`src/rtl/param_delay_line_if.sv`:
```
// Bundled control/data/status signals of param_delay_line.
// The master drives En/Mode/D; the slave returns the delay-line status outputs.
interface param_delay_line_if #(
    parameter int WIDTH = 8
) ();
    // No handshake: D is sampled on every rising Clk edge where En=1 and Mode
    // selects shift or load. Valid is a level status (line full), never a request.
    logic             En;
    logic [1:0]       Mode;
    logic [WIDTH-1:0] D;
    logic [WIDTH-1:0] Q;
    logic [4:0]       Count;
    logic             Valid;
    logic [WIDTH-1:0] Rise;
    logic [WIDTH-1:0] Fall;

    modport master (
        output En, Mode, D,
        input  Q, Count, Valid, Rise, Fall
    );

    modport slave (
        input  En, Mode, D,
        output Q, Count, Valid, Rise, Fall
    );
endinterface

```
`src/rtl/param_delay_line.sv`:
```
// Parameterised shift/load/clear delay line with a saturating fill counter.
// Optional Q edge detector enabled by macro PARAM_DELAY_LINE_EDGE_DETECT_EN.
module param_delay_line #(
    parameter int WIDTH = 8,
    parameter int DEPTH = 4
) (
    input  logic                Clk,
    input  logic                Reset,
    param_delay_line_if.slave   bus
);
    localparam logic [1:0] MODE_SHIFT = 2'b01;
    localparam logic [1:0] MODE_LOAD  = 2'b10;
    localparam logic [1:0] MODE_CLEAR = 2'b11;
    localparam logic [4:0] FULL       = 5'(DEPTH);

    logic [WIDTH-1:0] s [DEPTH];
    logic [4:0]       count;

    always_ff @(posedge Clk or posedge Reset) begin
        if (Reset) begin
            for (int i = 0; i < DEPTH; i++) s[i] <= '0;
            count <= '0;
        end else if (bus.En) begin
            case (bus.Mode)
                MODE_SHIFT: begin
                    s[0] <= bus.D;
                    for (int i = 1; i < DEPTH; i++) s[i] <= s[i-1];
                    // The fill counter saturates; the oldest stage simply falls off.
                    if (count != FULL) count <= count + 5'd1;
                end
                MODE_LOAD: begin
                    for (int i = 0; i < DEPTH; i++) s[i] <= bus.D;
                    count <= FULL;
                end
                MODE_CLEAR: begin
                    for (int i = 0; i < DEPTH; i++) s[i] <= '0;
                    count <= '0;
                end
                default: ;
            endcase
        end
    end

    assign bus.Q     = s[DEPTH-1];
    assign bus.Count = count;
    assign bus.Valid = (count == FULL);

`ifdef PARAM_DELAY_LINE_EDGE_DETECT_EN
    logic [WIDTH-1:0] qp;

    // History tracks Q every edge regardless of En so Rise/Fall last one cycle.
    always_ff @(posedge Clk or posedge Reset) begin
        if (Reset)                                  qp <= '0;
        else if (bus.En && bus.Mode == MODE_CLEAR)  qp <= '0;
        else                                        qp <= s[DEPTH-1];
    end

    assign bus.Rise = s[DEPTH-1] & ~qp;
    assign bus.Fall = ~s[DEPTH-1] & qp;
`else
    assign bus.Rise = '0;
    assign bus.Fall = '0;
`endif
endmodule
```
`src/flat_wrapper.sv`:
```
// flat-port wrapper written by rule: the top's interface ports become plain ports
module param_delay_line_flat 
#(
    parameter int WIDTH = 8,
    parameter int DEPTH = 4
)
  (Clk, Reset, bus_En, bus_Mode, bus_D, bus_Q, bus_Count, bus_Valid, bus_Rise, bus_Fall);
  param_delay_line_if #(.WIDTH(WIDTH)) bus_i ();
  input  logic Clk;
  input  logic Reset;
  input wire logic [$bits(bus_i.En)-1:0] bus_En;
  input wire logic [$bits(bus_i.Mode)-1:0] bus_Mode;
  input wire logic [$bits(bus_i.D)-1:0] bus_D;
  output wire logic [$bits(bus_i.Q)-1:0] bus_Q;
  output wire logic [$bits(bus_i.Count)-1:0] bus_Count;
  output wire logic [$bits(bus_i.Valid)-1:0] bus_Valid;
  output wire logic [$bits(bus_i.Rise)-1:0] bus_Rise;
  output wire logic [$bits(bus_i.Fall)-1:0] bus_Fall;
  assign bus_i.En = bus_En;
  assign bus_i.Mode = bus_Mode;
  assign bus_i.D = bus_D;
  assign bus_Q = bus_i.Q;
  assign bus_Count = bus_i.Count;
  assign bus_Valid = bus_i.Valid;
  assign bus_Rise = bus_i.Rise;
  assign bus_Fall = bus_i.Fall;
  param_delay_line #(.WIDTH(WIDTH), .DEPTH(DEPTH)) u_core (.Clk(Clk), .Reset(Reset), .bus(bus_i));
endmodule
```
`config.mk`:
```
export PLATFORM = sky130hd
export DESIGN_NAME = param_delay_line_flat
export DESIGN_NICKNAME = d
export VERILOG_FILES = /design/src/rtl/param_delay_line_if.sv /design/src/rtl/param_delay_line.sv /design/src/flat_wrapper.sv
export SDC_FILE = /design/constraint.sdc
export NUM_CORES = 1
export LEC_CHECK = 0
export CAP_MARGIN = 10
export CORE_MARGIN = 1
export CORE_UTILIZATION = 30
export DETAILED_ROUTE_END_ITERATION = 8
export HOLD_SLACK_MARGIN = 0.06
export SLEW_MARGIN = 15
export SYNTH_ARGS = -nofsm -noshare
export SYNTH_HDL_FRONTEND = slang
export SYNTH_SLANG_ARGS = --single-unit
```
`constraint.sdc`:
```
create_clock -name Clk -period 3.2 [get_ports Clk]
set_input_delay 0.48 -clock Clk [delete_from_list [all_inputs] [get_ports Clk]]
set_output_delay 0.48 -clock Clk [all_outputs]
set_load 0.05 [all_outputs]
```
# ---- Yosys cells after proc, flatten, opt, wreduce, memory -nomap -nowiden
# Cells that the tools add are included.
dict set report totals {
  regBits 37
  input_bits 13
  out_inout_bits 30
  elab_cells 18
}
dict set report op_classes {
  add_sub_neg 1
  n_eq_ne 6
  mux 3
  reduce_logical 3
}
# operator n
set op_table {}
lappend op_table {{$pmux W32 S3} 1}
lappend op_table {{$pmux W5 S3} 1}
lappend op_table {{$add A5 B1 Y5 const B} 1}
lappend op_table {{$eq A5 B3 Y1 const B} 1}
lappend op_table {{$mux W5} 1}
lappend op_table {{$ne A5 B3 Y1 const B} 1}
lappend op_table {{$eq A2 B2 Y1 const B} 2}
lappend op_table {{$reduce_and A3 Y1} 1}
lappend op_table {{$reduce_bool A3 Y1} 1}
lappend op_table {{$eq A2 B1 Y1 const B} 1}
lappend op_table {{$ne A2 B1 Y1 const B} 1}
lappend op_table {{$reduce_and A2 Y1} 1}

# ---- Logic depth before layout (Yosys ltp)
dict set report depth {
  word_depth 3
  depth_mapped 6
  ltp_nobuf 6
}

# ---- Worst setup path before layout
# OpenSTA, ideal clock, no wires.
dict set report synth_timing {
  path_type {reg-to-output}
  start {reg u_core.count[0] (netlist: u_core.bus.Count[0])}
  end {out bus_Valid}
  arrival_ns 1.369
  t_required_ns 2.720
  slack_ns 1.351
  stages_incl_launch_ff 5
  n_path_buf 0
  path_cell_list {dfrtp_1 > inv_1 > ha_1 > nand4bb_1 > inv_1}
}
dict set report synth_via {
  elab_chain_len 1
}
# item line_no
set synth_rtl {}
lappend synth_rtl {{start: declaration} param_delay_line.sv:17} ;# logic [4:0] count;
lappend synth_rtl {{start signal: assignment} param_delay_line.sv:29} ;# if (count != FULL) count <= count + 5'd1;
lappend synth_rtl {{$eq A5 B3 Y1} param_delay_line.sv:46} ;# assign bus.Valid = (count == FULL);
lappend synth_rtl {{end: declaration} flat_wrapper.sv:16} ;# output wire logic [$bits(bus_i.Valid)-1:0] bus_Valid;
# Every way passes these cells.

# ---- Final worst setup path
# Ends and elaborated chain as after synthesis.

==> flow_metrics.py <==
metrics = {
    "sta": {
        "min_period_ns": 2.55,
        "tightestPinTransition_ns": 0.628,
        "fin_skew_ns": 0.00956,
        "timing.final.crit_share_pct": 79.7,
        "tns_ns": 0,
        "report.final.slew_viol_count": 0,
        "relSlewSlack_pct": 58.0,
        "rsz0062_at_grt": "no",
        "max_freq_mhz": 392,
        "setup_viol": 0,
        "hold_viol": 0,
    },
    "layout": {
        "final_layout_size_suffix_gt1_share_pct": 10.3,
        "multi_input_area_sq_um": 843,
        "nNetsFinal": 227,
        "fin_cells": 290,
        "seq_area_sq_um": 926,
        "nFillCells": 640,
        "stdcell_area_sq_um": 2280,
        "area_growth_pct": 13.5,
        "diodes": 0,
    },
    "setup_path": {
        "worstSetupStartpointType": "register",
        "worstPathRequired_ns": 2.72,
        "crit_path_top_delay_cell": "clkdlybuf4s50_1",
        "arrival_ns": 2.07,
        "path_class": "reg -> out",
        "end_kind": "output pin",
        "timing.critical_path.mode_cell": "inv_1",
        "crit_chain": "inv_1 > ha_1 > nand4bb_1 > inv_1 > clkdlybuf4s50_1",
        "ff2ff_path_depth": 6,
        "crit_path_max_fanout": 5,
        "slowest_delay_ns": 0.82,
        "r2r_start": "u_core.bus.Count[0]",
        "r2r_slack_ns": 1.77,
        "r2r_end": "u_core.bus.Count[0]",
    },
    "synth": {
        "synth.cell_area_sq_um": 2010,
        "syn_avg_cell_area_sq_um": 10.2,
        "synthCells": 197,
        "ys_ff_latch": 37,
        "netlist_top_cells_area": "dfrtp_1 46%, buf_4 9.4%, a22oi_1 6.0%, a221o_1 4.5%, a22o_1 3.9%",
        "async_reset_ff_share_pct": 100,
        "synth_compound_area_share_pct": 24.3,
        "synthMuxAreaShare_pct": 0.561,
        "ys_types": 35,
        "synth_area_leader_cell": "dfrtp_1",
        "yosys.area.top_type_share_pct": 46.1,
        "yosys.area_share.adder_pct": 1.25,
        "synth-simple-area-share_pct": 13.0,
        "synth_edf_count": 0,
        "yosysWarnings": 0,
        "synth_top_family_by_area": "compound AO/OA/AOI/OAI gates",
        "synth-seq-area-share_pct": 46.1,
        "yosys.area_share.xor_xnor_pct": 0,
        "synthFlopType": "dfrtp_1",
    },
    "power_and_ir_drop": {
        "power_frac_comb_pct": 34.1,
        "power_frac_clock_pct": 23.7,
        "power.density_nw_per_um2": 631,
        "power.switching_uw": 549,
        "ir_drop_mv": 0.245,
        "seq_power_share_pct": 42.1,
        "internal_power_uw": 888,
        "p_leak_uw": 0.000964,
        "power_uw": 1440,
        "switching_share_pct": 38.2,
    },
    "detailed_routing": {
        "drt-initial-drc-count": 141,
        "antenna_left": 0,
        "via_count": 1437,
        "dr.pass1.iters": 4,
        "wirelength_mm": 3.99,
        "detail_route.wl_per_cell_um": 13.8,
        "drcViolationCount": 0,
        "viasPerCell": 4.96,
    },
    "placed_design": {
        "finalWeightedCongestion": 0.702,
        "dp_cells": 282,
        "port_buffers": 26,
        "dp_hpwl_mm": 2.72,
        "place_area_sq_um": 2180,
    },
    "clocking": {
        "cts_tree": "built",
        "postCtsResizedCells": 0,
        "cts_htree_levels": 2,
        "cts_made_buffers": 5,
        "post_cts_buffers": 0,
        "clkTransAtPathRegs_ns": 0.07,
        "cts_sinks": 37,
        "clockBufferDepth": 2,
        "insertion_delay_ns": 0.29,
        "postCtsHoldBufs": 0,
        "cts-root-buf": "clkbuf_8",
    },
    "global_routing": {
        "first_global_vias": 1307,
        "grt_util_met2_pct": 16.6,
        "grt.total_usage_pct": 12.2,
        "top_usage_layer": "met1",
        "grtUsageMet1_pct": 18.1,
        "grt_util_met3_pct": 3.07,
        "antenna_found_initial": 0,
        "grt_overflow": 0,
        "grt_max_degree": 33,
        "grt_pass1_wl_mm": 6.74,
    },
    "die": {
        "initial_core_util_pct": 31.4,
        "die_area_sq_um": 7020,
        "core.rowCount": 29,
        "die_h_um": 83.8,
        "die_w_um": 83.8,
        "core-area_sq_um": 6390,
        "num_io_pins": 43,
    },
    "status": {
        "status": "complete, no violations",
    },
    "hold_path": {
        "worstHoldPathType": "in -> async",
    },
    "flow_run": {
        "max_cap_viol_count": 0,
    },
}
-- synthesized netlist by cell type, drive strengths merged (2+ instances only) --
library cell and n:
dfrtp 37, buf 36, nand2 17, a22oi 16, o21ai 16, nand2b 10, nand3 10, a21oi 9
a221o 9, a22o 9, inv 5, nor2b 3, a31oi 2, clkbuf 2, ha 2
-- worst max path at each step --
stage,start,end,slack (ns)
floorplan,u_core.bus.Count[0],bus_Valid,1.35
global placement,bus_Mode[1],u_core.s[22],0.86
detailed placement,bus_Mode[1],u_core.s[22],0.85
CTS,u_core.bus.Count[0],bus_Valid,0.64
global route,u_core.bus.Count[0],bus_Valid,0.51
finish,u_core.bus.Count[0],bus_Valid,0.65
-- kinds of logic after synthesis --
family | Yosys count
adder cells (fa/ha/maj) | 2
other | 1
AND/OR/NAND/NOR | 47
AO/OA/AOI/OAI | 66
buffers and inverters | 43
flip-flops | 37
multiplexers | 1
-- stage by stage --
stage	util, %	hold slack [ns]	worst slack [ns]
global placement	34.2	0.467	0.860
floorplan	-	0.456	1.35
global route	35.7	0.412	0.509
CTS	35.7	0.409	0.638
finish	35.7	0.404	0.649
detailed placement	34.2	0.477	0.853
-- routing by layer --
layer	vias up	part of all wire, %
met5	-	0
met4	0	1.5
met3	5	4.6
met2	46	45
met1	684	49
li1	702	-
-- critical path, delay by kind of cell, from the launching register on --
kind	cells	cell delay, ns
DFF	1	0.43
adders and majority gates	1	0.13
buffers and inverters	3	1.06
and+or+nand+nor	1	0.17
-- cells in the final DEF, fill, tap and decap left out, drive strengths merged, types with 2 or more instances in the layout --
cell,instances
clkdlybuf4s50,26
dfrtp,37
conb,16
buf,5
nand3,10
a31oi,2
nand2b,10
clkinv,2
clkbuf,6
ha,2
nand2,17
a22oi,16
nor2b,3
a221o,9
inv,5
a21oi,9
o21ai,16
a22o,9
-- final cells by class --
type | count | area share (%)
inverters | 5 | 0.824
repair buffers | 31 | 13.1
well taps | 77 | 4.23
flip-flops and latches | 37 | 40.6
multi-input cells | 132 | 37.0
clock buffers | 6 | 3.62
clock inverters | 2 | 0.604
-- power groups by stage --
| stage | Clock [uW] | Combinational, uW | Sequential [uW] |
|---|---|---|---|
| global placement | 0 | 488 | 614 |
| global route | 368 | 523 | 617 |
| detailed placement | 0 | 492 | 615 |
| finish | 341 | 491 | 606 |
| CTS | 356 | 494 | 606 |
| floorplan | 0 | 323 | 676 |
-- flip-flops by register name, indices dropped and copies added (netlist names) --
register / cells
u_core.s: 24
u_core.bus.Count: 5
u_core.bus.Q: 8
(Power assumes the default switching activity.)
==> variant 1, RTL diff (same settings) <==
`WIDTH` is set to 8 in 3 places; all go to 10.
--- a/src/rtl/param_delay_line_if.sv
+++ b/src/rtl/param_delay_line_if.sv
@@ -2,5 +2,5 @@
 // The master drives En/Mode/D; the slave returns the delay-line status outputs.
 interface param_delay_line_if #(
-    parameter int WIDTH = 8
+    parameter int WIDTH = 10
 ) ();
     // No handshake: D is sampled on every rising Clk edge where En=1 and Mode
--- a/src/rtl/param_delay_line.sv
+++ b/src/rtl/param_delay_line.sv
@@ -2,5 +2,5 @@
 // Optional Q edge detector enabled by macro PARAM_DELAY_LINE_EDGE_DETECT_EN.
 module param_delay_line #(
-    parameter int WIDTH = 8,
+    parameter int WIDTH = 10,
     parameter int DEPTH = 4
 ) (
--- a/src/flat_wrapper.sv
+++ b/src/flat_wrapper.sv
@@ -2,5 +2,5 @@
 module param_delay_line_flat 
 #(
-    parameter int WIDTH = 8,
+    parameter int WIDTH = 10,
     parameter int DEPTH = 4
 )
Interface: changed (resized bus_D, bus_Fall, bus_Q and bus_Rise); port bits go from 43 to 51. No check against the original RTL was run, so the function may have changed too.
==> variant 1 against the original RTL <==
Power increased by 0.47%. Sequential cell count grew 8. Setup slack improved by 0.035 ns. Via count is 34% higher. Synthesized area rose by 25%. Final area rose by 24%. Critical path depth unchanged. Routed wire length increased by 38%. Clock skew fell by 0.0063 ns. Synthesized cell count is 33% higher. Highest routed layer unchanged.
==> variant 1: results (changes against the original RTL) <==
[status]
outcome=completed  ; unchanged

[synthesis]
yosysWarningCount=0  ; unchanged
seq_area_frac_synth_pct=45.02  ; was 46.13%
synthTopCellsByCount=dfrtp_1, buf_4, nand2_1, o21ai_0, a22oi_1  ; was dfrtp_1, buf_4, nand2_1, a22oi_1, o21ai_1
synth_area_leaders=dfrtp_1, buf_4, a221o_1, a22oi_1, nand2b_1  ; was dfrtp_1, buf_4, a22oi_1, a221o_1, a22o_1
synthDistinctLibCells=34  ; was 35
postSynthAreaPerCell_sq_um=9.546  ; was 10.19 sq um

[route]
drtIter0Drc=87  ; was 141
wl_per_cell_um=14.48  ; was 13.77 um
via_count=1929  ; was 1437

[timing]
finalClockSkew_ns=0.003223  ; was 0.009559 ns
fin_ws_ns=0.6837  ; was 0.6490 ns
tightest_slew_ns=0.6721  ; was 0.6282 ns
hold_slack_ns=0.4798  ; was 0.4042 ns

[final_layout]
final_layout_size_suffix_gt1_share_pct=7.527  ; was 10.33%
fin_nets=295  ; was 227
largest_register_ffs=30  ; was 24
instances_no_fill=381  ; was 290

[global_routing]
grt_pass1_wl_mm=9.142  ; was 6.741 mm
grt_max_degree=32  ; was 33
grt_pass1_vias=1842  ; was 1307
grtUsageTotal_pct=13.38  ; was 12.21%

[worst_setup_path]
critPathMaxFanout=6  ; was 5
crit_arrival_ns=2.04  ; was 2.07 ns
slowest_delay_ns=0.80  ; was 0.82 ns
cp-start-kind=flip-flop  ; unchanged
crit_end=bus_Valid  ; unchanged
reg2reg_slack_ns=1.63  ; was 1.77 ns

[placed_design]
placed_cells=373  ; was 282
place_congestion=0.7979  ; was 0.7015
pre_cts_slack_ns=0.8130  ; was 0.8533 ns
io_buffer_count=30  ; was 26
dp_hpwl_mm=3.605  ; was 2.721 mm
placed_area_sq_mm=0.002746  ; was 0.002182 sq mm

[hold_path]
min_path_type=reg2reg  ; was in2async
hold-path-endpoint=u_core.s[38]$_DFFE_PP0P_
hold_path.startpoint=u_core.s[38]$_DFFE_PP0P_

[power_and_ir_drop]
p_sw_mw=0.5088  ; was 0.5492 mW
ir_drop_mv=0.2207  ; was 0.2446 mV
p_leak_nw=1.186  ; was 0.9642 nW
intPower_mw=0.9355  ; was 0.8882 mW
p_comb_mw=0.404  ; was 0.491 mW

[clocking]
cts.clk_slew.worst_paths_ns=0.08

[variant 1: logic make-up (layout without fill, tap and decap cells)]
family / count (synthesis) / in the layout / synth area share, %
buf+inv: 56 / 54 / 14.21
mux: 1 / 1 / 0.4002
other cells: 1 / 20 / 0.1499
flops: 45 / 45 / 45.02
simple gates: 69 / 69 / 15.21
fa+ha+maj: 2 / 2 / 1.000
compound gates: 88 / 88 / 24.01
[variant 1: area by class of cell]
type | count | area, sq um
clock buffer | 8 | 80.08
tap | 102 | 127.6
sequential | 45 | 1126
multi-input combinational | 180 | 1091
inverter | 5 | 18.77
fill | 806 | 5061
timing repair buffer | 41 | 382.9
[variant 1: per-layer routing]
metal	GRT usage, %	vias to the layer above	wire length [um]
met3	2.846	4	243
met5	0	-	0
met2	21.81	44	2580
li1	-	928	-
met4	3.974	0	44
met1	17.80	953	2647
==> variant 2, RTL diff (config.mk and constraints unchanged) <==
Made on the original files. The option `PARAM_DELAY_LINE_EDGE_DETECT_EN` is turned on by a define.
--- a/src/rtl/param_delay_line.sv
+++ b/src/rtl/param_delay_line.sv
@@ -1,4 +1,6 @@
 // Parameterised shift/load/clear delay line with a saturating fill counter.
 // Optional Q edge detector enabled by macro PARAM_DELAY_LINE_EDGE_DETECT_EN.
+`define PARAM_DELAY_LINE_EDGE_DETECT_EN
+
 module param_delay_line #(
     parameter int WIDTH = 8,
Formal check against the unedited RTL: not equivalent (a bounded check fails within 4 cycles, from zero or initial values and one cycle with Reset high).
==> variant 2 against the original RTL <==
Sequential power grew 11%. Sequential cell count grew 8. Power down 1.3%. Clock power hardly changed. Setup slack better by 0.0046 ns. Final area grew 16%. Synthesized area rose by 5.8%. Core utilization up 2.9 points. Routed wire length increased by 7.7%. Count of clock-buffer cells in the layout rose by 1. Sequential share of layout area increased by 2.1 points. Clock skew down 0.0030 ns. Synthesized cell count up 4.6%.
==> variant 2: results (changes against the original RTL) <==
[status]
outcome=completed  ; unchanged

[synthesis]
synth_area_leaders=dfrtp_1, a22oi_1, o21ai_1, nor2b_1, nand2_1  ; was dfrtp_1, buf_4, a22oi_1, a221o_1, a22o_1
async_flop_share_pct=100.0  ; unchanged
seq_area_frac_synth_pct=53.03  ; was 46.13%
synthDistinctLibCells=27  ; was 35
synthTopCellsByCount=dfrtp_1, nand2_1, a22oi_1, o21ai_1, nor2b_1  ; was dfrtp_1, buf_4, nand2_1, a22oi_1, o21ai_1
postSynthAreaPerCell_sq_um=10.31  ; was 10.19 sq um

[timing]
finalClockSkew_ns=0.006542  ; was 0.009559 ns
hold_slack_ns=0.4888  ; was 0.4042 ns
fin_ws_ns=0.6536  ; was 0.6490 ns
tightest_slew_ns=0.9066  ; was 0.6282 ns

[global_routing]
grt_pass1_wl_mm=7.493  ; was 6.741 mm
grt_use_met3_pct=2.887  ; was 3.066%
grtUsageMet1_pct=18.57  ; was 18.05%
met2_usage_pct=18.98  ; was 16.56%
grt_max_degree=46  ; was 33
grt_pass1_vias=1506  ; was 1307
grtUsageTotal_pct=12.96  ; was 12.21%

[power_and_ir_drop]
ir_drop_mv=0.1407  ; was 0.2446 mV
intPower_mw=0.9313  ; was 0.8882 mW
seqPwrFrac_pct=47.4  ; was 42.1%
power_mw=1.419  ; was 1.438 mW
p_leak_nw=1.103  ; was 0.9642 nW
p_comb_mw=0.405  ; was 0.491 mW

[route]
wl_met1_mm=2.127  ; was 1.950 mm
wl_per_cell_um=12.84  ; was 13.77 um
vias_per_cell=4.764  ; was 4.955
dr_wl_met3_um=166  ; was 183 um
via_count=1596  ; was 1437
drtIter0Drc=124  ; was 141
routed-wl-met2_mm=1.939  ; was 1.798 mm

[final_layout]
final_layout_size_suffix_gt1_share_pct=5.858  ; was 10.33%
n_antenna_cell=0  ; unchanged
fin_nets=253  ; was 227
nFillCells=732  ; was 640

[placed_design]
pre_cts_slack_ns=0.9798  ; was 0.8533 ns
placed_cells=327  ; was 282
placed_area_sq_mm=0.002550  ; was 0.002182 sq mm
io_buffer_count=42  ; was 26
dp_hpwl_mm=2.813  ; was 2.721 mm
place_congestion=0.8629  ; was 0.7015

[worst_setup_path]
reg2reg_slack_ns=1.72  ; was 1.77 ns
reg2reg_depth=5  ; was 6
r2r-end=u_core.bus.Count[0]$_DFFE_PP0P_  ; unchanged
cp-startpoint=u_core.bus.Count[0]$_DFFE_PP0P_  ; unchanged
critPathMaxFanout=6  ; was 5

[hold_path]
min_path_type=reg2reg  ; was in2async

[clocking]
cts.clk_slew.worst_paths_ns=0.08
cts_buffers=5  ; unchanged
post_cts_resized=0  ; unchanged

[job]
cap_violations=0  ; unchanged

## variant 2: cells by family (layout without fill, tap and decap cells)
group / count (synthesis) / count (layout) / share of synthesized area (%)
fa+ha+maj: 2 / 2 / 1.178
simple gates: 64 / 64 / 16.03
buf+inv: 28 / 61 / 8.014
compound gates: 67 / 67 / 21.74
flops: 45 / 45 / 53.03
## variant 2: layout make-up
cell class | count | area [sq um] | share of cell area (%)
inverters | 7 | 26.28 | 0.9976
clock inverters | 1 | 7.507 | 0.2850
multi-input cells | 133 | 827.0 | 31.40
repair buffers | 46 | 450.4 | 17.10
clock buffers | 7 | 76.32 | 2.898
well taps | 96 | 120.1 | 4.561
flip-flops and latches | 45 | 1126 | 42.76
## variant 2: worst max-delay path, cell delays in order, from the launching register on
cell and delay (ns):
dfrtp_1 0.44, inv_1 0.08, ha_1 0.15, and4bb_2 0.29, clkdlybuf4s50_1 0.81
